<file path="config.mk">
export PLATFORM = sky130hd
export DESIGN_NAME = sseg_scan_ctrl
export DESIGN_NICKNAME = d
export VERILOG_FILES = /design/src/rtl/sseg_pkg.sv /design/src/rtl/sseg_scan_ctrl_timer.sv /design/src/rtl/sseg_scan_ctrl.sv
export SDC_FILE = /design/constraint.sdc
export NUM_CORES = 1
export LEC_CHECK = 0
export ABC_CLOCK_PERIOD_IN_PS = 1600
export BUFFER_PORTS_ARGS = -buffer_cell sky130_fd_sc_hd__buf_2
export CAP_MARGIN = 20
export CORE_UTILIZATION = 37
export CTS_BUF_LIST = sky130_fd_sc_hd__clkbuf_2 sky130_fd_sc_hd__clkbuf_4 sky130_fd_sc_hd__clkbuf_8
export DETAILED_ROUTE_END_ITERATION = 8
export GPL_TIMING_DRIVEN = 0
export MAX_ROUTING_LAYER = met4
export REMOVE_ABC_BUFFERS = 1
export SYNTH_ARGS = -nofsm -noshare
export SYNTH_HDL_FRONTEND = slang
export SYNTH_SLANG_ARGS = --single-unit
</file>
<file path="constraint.sdc">
create_clock -name clk -period 1.6 [get_ports clk]
set_input_delay 0.24 -clock clk [delete_from_list [all_inputs] [get_ports clk]]
set_output_delay 0.24 -clock clk [all_outputs]
set_load 0.005 [all_outputs]
</file>
<file path="src/rtl/sseg_pkg.sv">
// Shared types and helpers for the seven-segment scan controller.
//   scan_state_t : slot phase (blanked dead time, then digit shown)
//   NUM_DIGITS   : digits on the display
//   DIGIT_W      : bits per digit nibble
//   lz_mask()    : per-digit leading-zero blank mask for a 16-bit value
package sseg_pkg;

  typedef enum logic {
    DEAD = 1'b0,
    SHOW = 1'b1
  } scan_state_t;

  localparam int NUM_DIGITS = 4;
  localparam int DIGIT_W    = 4;

  // Bit i set means digit i is a leading zero. Digit 0 is never blanked,
  // so an all-zero value still shows a single "0".
  function automatic logic [NUM_DIGITS-1:0] lz_mask(input logic [15:0] value);
    logic [NUM_DIGITS-1:0] mask;
    mask[3] = (value[15:12] == 4'h0);
    mask[2] = mask[3] && (value[11:8] == 4'h0);
    mask[1] = mask[2] && (value[7:4] == 4'h0);
    mask[0] = 1'b0;
    return mask;
  endfunction

endpackage

</file>
<file path="src/rtl/sseg_scan_ctrl_timer.sv">
// Slot timer for the scan controller. Counts the dead-time phase and the
// show phase of each digit slot and strobes the last cycle of each phase.
//   clk, rst    : clock, synchronous active-high reset
//   en          : 0 holds the count and suppresses both strobes
//   show_phase  : 1 while the controller is in its SHOW phase
//   dead_done   : last cycle of the dead-time phase
//   show_done   : last cycle of the show phase
module scan_timer #(
  parameter int REFRESH_DIV = 100000,
  parameter int DEAD_CYCLES = 1000
) (
  input  logic clk,
  input  logic rst,
  input  logic en,
  input  logic show_phase,
  output logic dead_done,
  output logic show_done
);

  localparam int TW = $clog2(REFRESH_DIV);
  localparam logic [TW-1:0] DEAD_LAST = TW'(DEAD_CYCLES - 1);
  localparam logic [TW-1:0] SHOW_LAST = TW'(REFRESH_DIV - DEAD_CYCLES - 1);

  logic [TW-1:0] timer;

  assign dead_done = en && !show_phase && (timer == DEAD_LAST);
  assign show_done = en &&  show_phase && (timer == SHOW_LAST);

  always_ff @(posedge clk) begin
    if (rst) begin
      timer <= '0;
    end else if (en) begin
      if (dead_done || show_done) timer <= '0;
      else                        timer <= timer + 1'b1;
    end
  end

endmodule

</file>
<file path="src/rtl/sseg_scan_ctrl.sv">
// Time-multiplexed scan controller for a 4-digit seven-segment display.
// Each digit slot starts with a blanked dead time to stop ghosting, then
// shows its nibble. New values arrive over valid/ready into a pending
// register and are copied to the display register only at the frame
// boundary, so a number is never shown half old, half new.
//   clk, rst     : clock, synchronous active-high reset
//   en           : 0 freezes the scan and blanks the display
//   blank_lz     : 1 blanks leading zero digits
//   load_valid   : new value offered on load_data
//   load_data    : 16-bit value, [3:0] is the rightmost digit
//   load_ready   : a value can be accepted this cycle
//   digit_sel    : digit index to the decoder
//   digit_data   : nibble for the selected digit
//   digit_blank  : 1 turns the selected digit fully off
//   frame_done   : one-cycle pulse as the scan wraps back to digit 0
module sseg_scan_ctrl
  import sseg_pkg::*;
#(
  parameter int REFRESH_DIV = 100000,
  parameter int DEAD_CYCLES = 1000
) (
  input  logic        clk,
  input  logic        rst,
  input  logic        en,
  input  logic        blank_lz,
  input  logic        load_valid,
  input  logic [15:0] load_data,
  output logic        load_ready,
  output logic [1:0]  digit_sel,
  output logic [3:0]  digit_data,
  output logic        digit_blank,
  output logic        frame_done
);

  scan_state_t     state;
  logic [15:0]     display;
  logic [15:0]     pending;
  logic            pending_valid;
  logic            dead_done;
  logic            show_done;
  logic            wrap;
  logic            transfer;
  logic [NUM_DIGITS-1:0] lz;

  scan_timer #(
    .REFRESH_DIV(REFRESH_DIV),
    .DEAD_CYCLES(DEAD_CYCLES)
  ) u_timer (
    .clk       (clk),
    .rst       (rst),
    .en        (en),
    .show_phase(state == SHOW),
    .dead_done (dead_done),
    .show_done (show_done)
  );

  // Frame boundary: last show cycle of the leftmost digit.
  assign wrap       = show_done && (digit_sel == 2'(NUM_DIGITS - 1));
  assign load_ready = !pending_valid;
  assign transfer   = load_valid && load_ready;

  always_ff @(posedge clk) begin
    if (rst) begin
      state         <= DEAD;
      digit_sel     <= 2'd0;
      display       <= '0;
      pending       <= '0;
      pending_valid <= 1'b0;
      frame_done    <= 1'b0;
    end else begin
      frame_done <= wrap;

      case (state)
        DEAD: if (dead_done) state <= SHOW;
        SHOW: if (show_done) begin
          state     <= DEAD;
          digit_sel <= digit_sel + 2'd1;
        end
        default: state <= DEAD;
      endcase

      // A transfer needs pending_valid=0 and a commit needs pending_valid=1,
      // so the two never collide; a value taken on the wrap cycle waits
      // for the following boundary.
      if (wrap && pending_valid) begin
        display       <= pending;
        pending_valid <= 1'b0;
      end else if (transfer) begin
        pending       <= load_data;
        pending_valid <= 1'b1;
      end
    end
  end

  assign lz          = lz_mask(display);
  assign digit_data  = display[DIGIT_W*digit_sel +: DIGIT_W];
  assign digit_blank = !en || (state == DEAD) || (blank_lz && lz[digit_sel]);

endmodule

</file>
==> results by group, run 1 <==
Clock network
  • CTS tree: built
  • Clock transition at path regs: about 0.10 ns
  • Clk sinks: between 50 and 60
  • Longest Clk Path Bufs: 2
  • CTS Buf Count: 5
  • Clock root cell: clkbuf_8
  • Hold_buf cts: 0
  • Clk Latency, worst-skew pair: 0.32 ns
  • # H-tree levels: 2

Final layout
  • Most frequent cells in the layout: dfxtp_1 (42), nand2_1 (41), buf_2 (29)
  • Non-filler instance count after layout: approximately 400
  • P&R area growth vs syn: 32.6%
  • Commonest non-fill, non-tap cell in the layout: dfxtp_1
  • Ant. Diodes: 0
  • Final nets: between 300 and 400
  • Layout cells sized above 1: 0.412

Routing
  • Drt wl/cell: 15.6 µm
  • DRT Pass-1 Iters: 4
  • ANT nets after route: 0
  • DRC violations left: 0
  • Via/cell ratio: between 5 and 6
  • Drt first-iter violations: about 150
  • DR vias: roughly 2,200
  • Total wire length: between 6000 and 7000 µm

STA
  • Final setup slack of the worst path: -0.130 ns
  • Post-layout min period: between 1.5 and 2 ns
  • Slew @ Worst Pin: between 0.6 and 0.7 ns
  • Unrepaired setup endpoints after global routing: yes
  • Fin Clk Skew: around 0.011 ns
  • Final setup vio count: 33
  • Final worst-path cycle share: 1.08
  • WHS: 0.149 ns
  • Slew headroom: 0.555
  • Fmax: approximately 580 MHz
  • Fin. max-slew vios: 0
  • Final Hold Viols: 0

Place
  • Inst Count DP: between 300 and 400
  • IO Port Bufs: 29
  • Hpwl dp: around 3500 µm
  • Routability cong.: roughly 0.77

Die
  • Die area: about 6900 µm²
  • Die H: ~83 µm
  • Top-level I/O count: 30
  • Area of the core: roughly 6300 µm²
  • Cell Rows: 29
  • Chip width: roughly 83 µm
  • Initial core utilization: 0.382

Logic synthesis
  • Largest cells by area after synthesis: dfxtp_1 (45%), a21oi_1 (7.2%), nand2_1 (6.3%)
  • Yosys cell types: between 40 and 50
  • Sequential share of the synthesized area: 0.445
  • Share of the synthesized area in the top cell type: 0.445
  • Synth warn: 0
  • Synth async-reset ratio: 0
  • Synth Instances: between 200 and 300
  • Cell taking the most area after synthesis: dfxtp_1
  • Primary FF master, synth: dfxtp_1
  • Flops & latches, synth: 54
  • Number of flops mapped to enable cells by yosys: 0
  • Mapped Area: between 2000 and 2500 µm²
  • Post-Syn Area per Cell: 8.74 µm²

Flow run
  • Max-cap violations: 0

Min path
  • Hold Crit Class: in -> reg

Setup path
  • Worst path max stage delay: around 0.35 ns
  • Worst-path fanout max: 3
  • WP data arrival: 1.49 ns
  • Setup crit start kind: flop
  • Critical Path End Type: output pin
  • Slowest cell on the critical path: dfxtp_2
  • Worst Path Required: around 1.4 ns
  • Crit path max-delay family: compound AO/OA/AOI/OAI gates
  • Setup CP Type: reg -> out
  • Critical path buffer and inverter count: 1
  • CP Cell Sequence: nor4_2 > a21oi_1 > o311ai_2 > buf_2

Global routing
  • Initial antenna violation count: 0
  • First-pass GRT wire length: 10,000 µm
  • Vias in the first global route: approximately 2,100
  • Global Route Usage Sum: 0.181
  • Total global routing overflow: 0
  • Largest net degree at the start of global routing: 55

Status
  • Status: complete, but fails checks
  • Failing checks: setup timing

Power
  • VDD IR max: 0.000408 V
  • Power density over the cells: ~700 nW/µm²
  • Leakage power: approximately 1.1 nW
final cells by class:
class | count | area (µm²)
clock inverter | 2 | 13.8
sequential | 54 | 1100
inverter | 2 | 7.51
timing repair buffer | 53 | 403
clock buffer | 5 | 68.8
tap | 77 | 96.3
multi-input combinational | 202 | 1530
fill | 579 | 3130
flip-flops by register name, summed over array words and instances, names as in the netlist:
signal,flops
digit_sel,2
display,16
frame_done,1
pending,16
pending_valid,1
state,1
u_timer.timer,17
power by group:
part / switching [mW] / internal, mW / total [mW]
Sequential: 0.0237 / 1.37 / 1.39
Clock: 0.459 / 0.304 / 0.762
Combinational: 0.0844 / 0.0674 / 0.152
tightest hold or removal path, cell delays in order:
cell and delay [ns]:
buf_2 0.10, nand2_1 0.04, a21oi_1 0.05
routing by layer:
metal	track usage	routed length [µm]	vias up
li1	-	-	1085
met1	0.231	2800	1048
met2	0.285	3000	57
met3	0.0258	213	14
met4	0.0815	133	0
met5	-	0	-
synthesized netlist by cell type (2+ instances only):
master and instances:
a21oi_1 35, and4_1 4, nand3_1 21, buf_4 3
xnor2_1 7, dfxtp_1 54, ha_1 2, nor2_1 4
nor4_1 3, nand2_1 41, a211oi_1 3, inv_1 2
o21ai_0 21, and3_1 4, buf_6 3, nor3_1 17
xor2_1 5, nor4b_1 3, mux4_2 4, clkbuf_1 13
or3_1 4, nand4_1 5
path summary, 6_finish.rpt:
path	cells past startpoint	startpoint	endpoint	slack, ns
setup / recovery	4	display[11]$_SDFFE_PP0P_	digit_blank	-0.13
hold / removal	3	load_data[9]	pending[9]$_SDFFE_PP0P_	0.15
setup reg to reg	6	u_timer.timer[1]$_SDFFE_PP0P_	digit_sel[0]$_SDFFE_PP0P_	-0.06
hold reg to reg	2	pending[4]$_SDFFE_PP0P_	pending[4]$_SDFFE_PP0P_	0.46
metrics by stage:
| step | utilization | area (µm²) | worst slack (ns) | power, mW | setup TNS [ns] |
|---|---|---|---|---|---|
| after floorplan | - | 2310 | -0.422 | 1.47 | -9.33 |
| after global placement | 0.402 | 2550 | -1.17 | 1.54 | -32.77 |
| after detailed placement | 0.402 | 2550 | -1.20 | 1.54 | -34.10 |
| after CTS | 0.473 | 3000 | -0.106 | 2.30 | -0.642 |
| after global routing | 0.507 | 3220 | -0.205 | 2.39 | -5.03 |
| final | 0.507 | 3220 | -0.130 | 2.31 | -1.06 |
kinds of logic (layout without fill, tap and decap cells):
family / count (synthesis) / in the layout / share of synthesized area
xor+xnor: 12 / 12 / 0.0433
fa+ha+maj: 2 / 2 / 0.0103
buf+inv: 23 / 62 / 0.0505
flops: 54 / 54 / 0.445
simple gates: 116 / 117 / 0.258
mux: 5 / 5 / 0.0412
compound gates: 66 / 66 / 0.151
timing repair:
item                                    CTS  global route
setup buffers                            22             1
gates resized for setup                  57            39
cloned                                    1             0
endpoints found under the setup margin   59            43
pin swaps                                19            18
(Power assumes the default switching activity.)
==> run 2, diff against run 1 <==
TNS_END_PERCENT = 1   (was unset)
==> run 2 against run 1 <==
The flow still finishes with violations (setup timing); core utilization down 5.0 points; sequential power hardly changed; sequential cell count stayed put; fmax rose by 1.2%; critical path depth unchanged; wire length down 4.7%; register-to-register slack worse by 0.03 ns; critical path type unchanged; critical endpoint unchanged; largest power group unchanged.
==> results by group, run 2 (synthesis results as in run 1) <==
Global routing
  • Gr busiest metal: met2
  • Largest net degree at the start of global routing: 55 (unchanged)
  • Total global routing overflow: 0 (unchanged)
  • Global Route Usage Sum: 0.174 (-0.00699)
  • GR Layer Usage met3: 0.0288 (+0.00298)
  • Vias in the first global route: 2,039 (-3.7%)
  • Global Route met1 Usage: 0.226 (-0.00439)
  • Initial antenna violation count: 0 (unchanged)
  • First-pass GRT wire length: 9660 µm (-3.5%)
  • M2 GR Usage: 0.270 (-0.0156)

Final layout
  • P&R area growth vs syn: 19.5%
  • Final nets: 331 (-2.9%)
  • Biggest regs: u_timer.timer x17, display x16, pending x16
  • Max FFs per register: 17 (unchanged)
  • Ant. Diodes: 0 (unchanged)
  • Fill count: 607 (+4.8%)
  • Commonest non-fill, non-tap cell in the layout: dfxtp_1
  • Most frequent cells in the layout: dfxtp_1 (44), nand2_1 (40), a21oi_1 (35)
  • Post-route cell area: 2900 µm² (-9.8%)
  • Area of the multi-input gates: 1350 µm² (-12%)
  • Core Util, Final: 0.457 (-0.0499)
  • Largest Register: u_timer.timer
  • Storage element area: 1100 µm² (-0.45%)
  • Layout cells sized above 1: 0.292 (-0.120)

Die
  • Chip width: 83.0 µm (unchanged)
  • Top-level I/O count: 30 (unchanged)
  • Die H: 83.0 µm (unchanged)
  • Initial core utilization: 0.382 (unchanged)
  • Area of the core: 6350 µm² (unchanged)
  • Die area: 6890 µm² (unchanged)
  • Cell Rows: 29 (unchanged)

Setup path
  • Worst-path fanout max: 3 (unchanged)
  • Setup CP Type: reg -> out
  • Critical path buffer and inverter count: 1 (unchanged)
  • WP data arrival: 1.47 ns (-0.02 ns)
  • Crit path max-delay family: compound AO/OA/AOI/OAI gates
  • CP Cell Sequence: nor4_2 > a21oi_1 > o311ai_2 > buf_2
  • Worst path max stage delay: 0.35 ns (about the same)
  • Setup crit start kind: flop
  • Worst Path Required: 1.36 ns (about the same)
  • Critical Path End Type: output pin
  • Slowest cell on the critical path: dfxtp_2

Routing
  • Total wire length: 5850 µm (-4.7%)
  • DRT Pass-1 Iters: 4 (unchanged)
  • DRC violations left: 0 (unchanged)
  • Drt first-iter violations: 124 (-18%)
  • DR vias: 2,127 (-3.5%)
  • ANT nets after route: 0 (unchanged)
  • Via/cell ratio: 5.52 (-0.99%)
  • Drt wl/cell: 15.2 µm (-2.2%)

STA
  • Fmax: 585 MHz (+1.2%)
  • Slew headroom: 0.326 (-0.229)
  • Final worst-path cycle share: 1.07 (-0.0127)
  • Fin Clk Skew: 0.0132 ns (+0.00260 ns)
  • Slew @ Worst Pin: 1.01 ns (+0.346 ns)
  • Total negative slack: -2.04 ns (-0.982 ns)
  • Final setup vio count: 38 (+15%)
  • Unrepaired setup endpoints after global routing: yes
  • Post-layout min period: 1.71 ns (-0.0204 ns)
  • Final setup slack of the worst path: -0.110 ns (+0.0204 ns)
  • Final Hold Viols: 0 (unchanged)
  • Fin. max-slew vios: 0 (unchanged)

Clock network
  • Clock transition at path regs: 0.10 ns (about the same)
  • CTS Buf Count: 5 (unchanged)
  • CTS tree: built
  • Clk Latency, worst-skew pair: 0.31 ns (about the same)
  • Clk sinks: 54 (unchanged)
  • Longest Clk Path Bufs: 2 (unchanged)
  • # H-tree levels: 2 (unchanged)
  • Clock root cell: clkbuf_8
  • Hold_buf cts: 0 (unchanged)

Power
  • Int Power: 1.73 mW (-0.73%)
  • Total power: 2.27 mW (-1.5%)
  • Net Sw Frac: 0.240 (-0.00559)
  • Power density over the cells: 784 nW/µm² (+9.3%)
  • Switching Power: 0.546 mW (-3.7%)
  • Leakage power: 1.00 nW (-5.6%)
  • VDD IR max: 0.000422 V (+3.4%)
  • Sequential power share: 0.613 (+0.009)
  • Part of the power in the clock network: 0.330 (about the same)
  • Gate power share: 0.056 (-0.010)

Place
  • Routability cong.: 0.769 (unchanged)
  • IO Port Bufs: 29 (unchanged)
  • Hpwl dp: 3480 µm (unchanged)
  • Post-DP Area: 2550 µm² (unchanged)

Flow run
  • Max-cap violations: 0 (unchanged)

Status
  • Failing checks: setup timing
  • Status: complete, but fails checks

Min path
  • Hold Crit Class: in -> reg
==> run 2: cell types whose count changed in the layout (fill, tap and decap cells not counted), sizes merged <==
cell,delta
and4,+1
buf,-11
==> run 2: per-layer routing <==
| layer | vias to the layer above | part of all wire | wire (µm) |
|---|---|---|---|
| li1 | 1069 | - | - |
| met1 | 1002 | 0.47 | 2740 |
| met2 | 44 | 0.47 | 2770 |
| met3 | 12 | 0.034 | 201 |
| met4 | 0 | 0.025 | 144 |
| met5 | - | 0 | 0 |
==> run 2: power by group through the flow <==
| stage | Combinational (mW) | Clock (mW) | Sequential (mW) |
|---|---|---|---|
| 2_1_floorplan | 0.0549 | 0 | 1.42 |
| 5_1_grt | 0.145 | 0.820 | 1.40 |
| 3_3_place_gp | 0.115 | 0 | 1.42 |
| 3_5_place_dp | 0.119 | 0 | 1.42 |
| 6_report | 0.128 | 0.752 | 1.39 |
| 4_1_cts | 0.124 | 0.764 | 1.39 |
==> run 2: repair_timing <==
item	CTS	global route
endpoints found under the hold margin	0	0
pin swaps	10	17
resized for setup	29	22
cloned	1	1
buffers inserted	10	3
setup endpoints to repair	59	43
==> run 2: final cells by class <==
| cell class | count | area share |
|---|---|---|
| Tap cell | 77 | 0.0332 |
| Clock buffer | 5 | 0.0237 |
| Multi-Input combinational cell | 203 | 0.464 |
| Sequential cell | 54 | 0.378 |
| Inverter | 2 | 0.00259 |
| Timing Repair Buffer | 42 | 0.0931 |
| Clock inverter | 2 | 0.00474 |
==> run 2: tightest hold or removal path: stages <==
cell and delay, ns:
buf_2 0.09, nand2_1 0.04, a21oi_1 0.05
==> run 2: final timing paths <==
path                               endpoint                     startpoint  depth (start not counted)  slack (ns)
max                             digit_blank       display[11]$_SDFFE_PP0P_                          4       -0.11
min                 pending[3]$_SDFFE_PP0P_                   load_data[3]                          3        0.15
max reg2reg  u_timer.timer[10]$_SDFFE_PP0P_  u_timer.timer[0]$_SDFFE_PP0P_                          7       -0.09
min reg2reg         pending[4]$_SDFFE_PP0P_        pending[4]$_SDFFE_PP0P_                          2        0.46
==> run 2: through the flow <==
step                std cells  hold slack, ns  worst slack [ns]
global placement          363           0.447             -1.17
detailed placement        363           0.450             -1.20
global route              385           0.151            -0.192
finish                    385           0.154            -0.110
CTS                       381           0.155            -0.106
floorplan                 257           0.309            -0.422
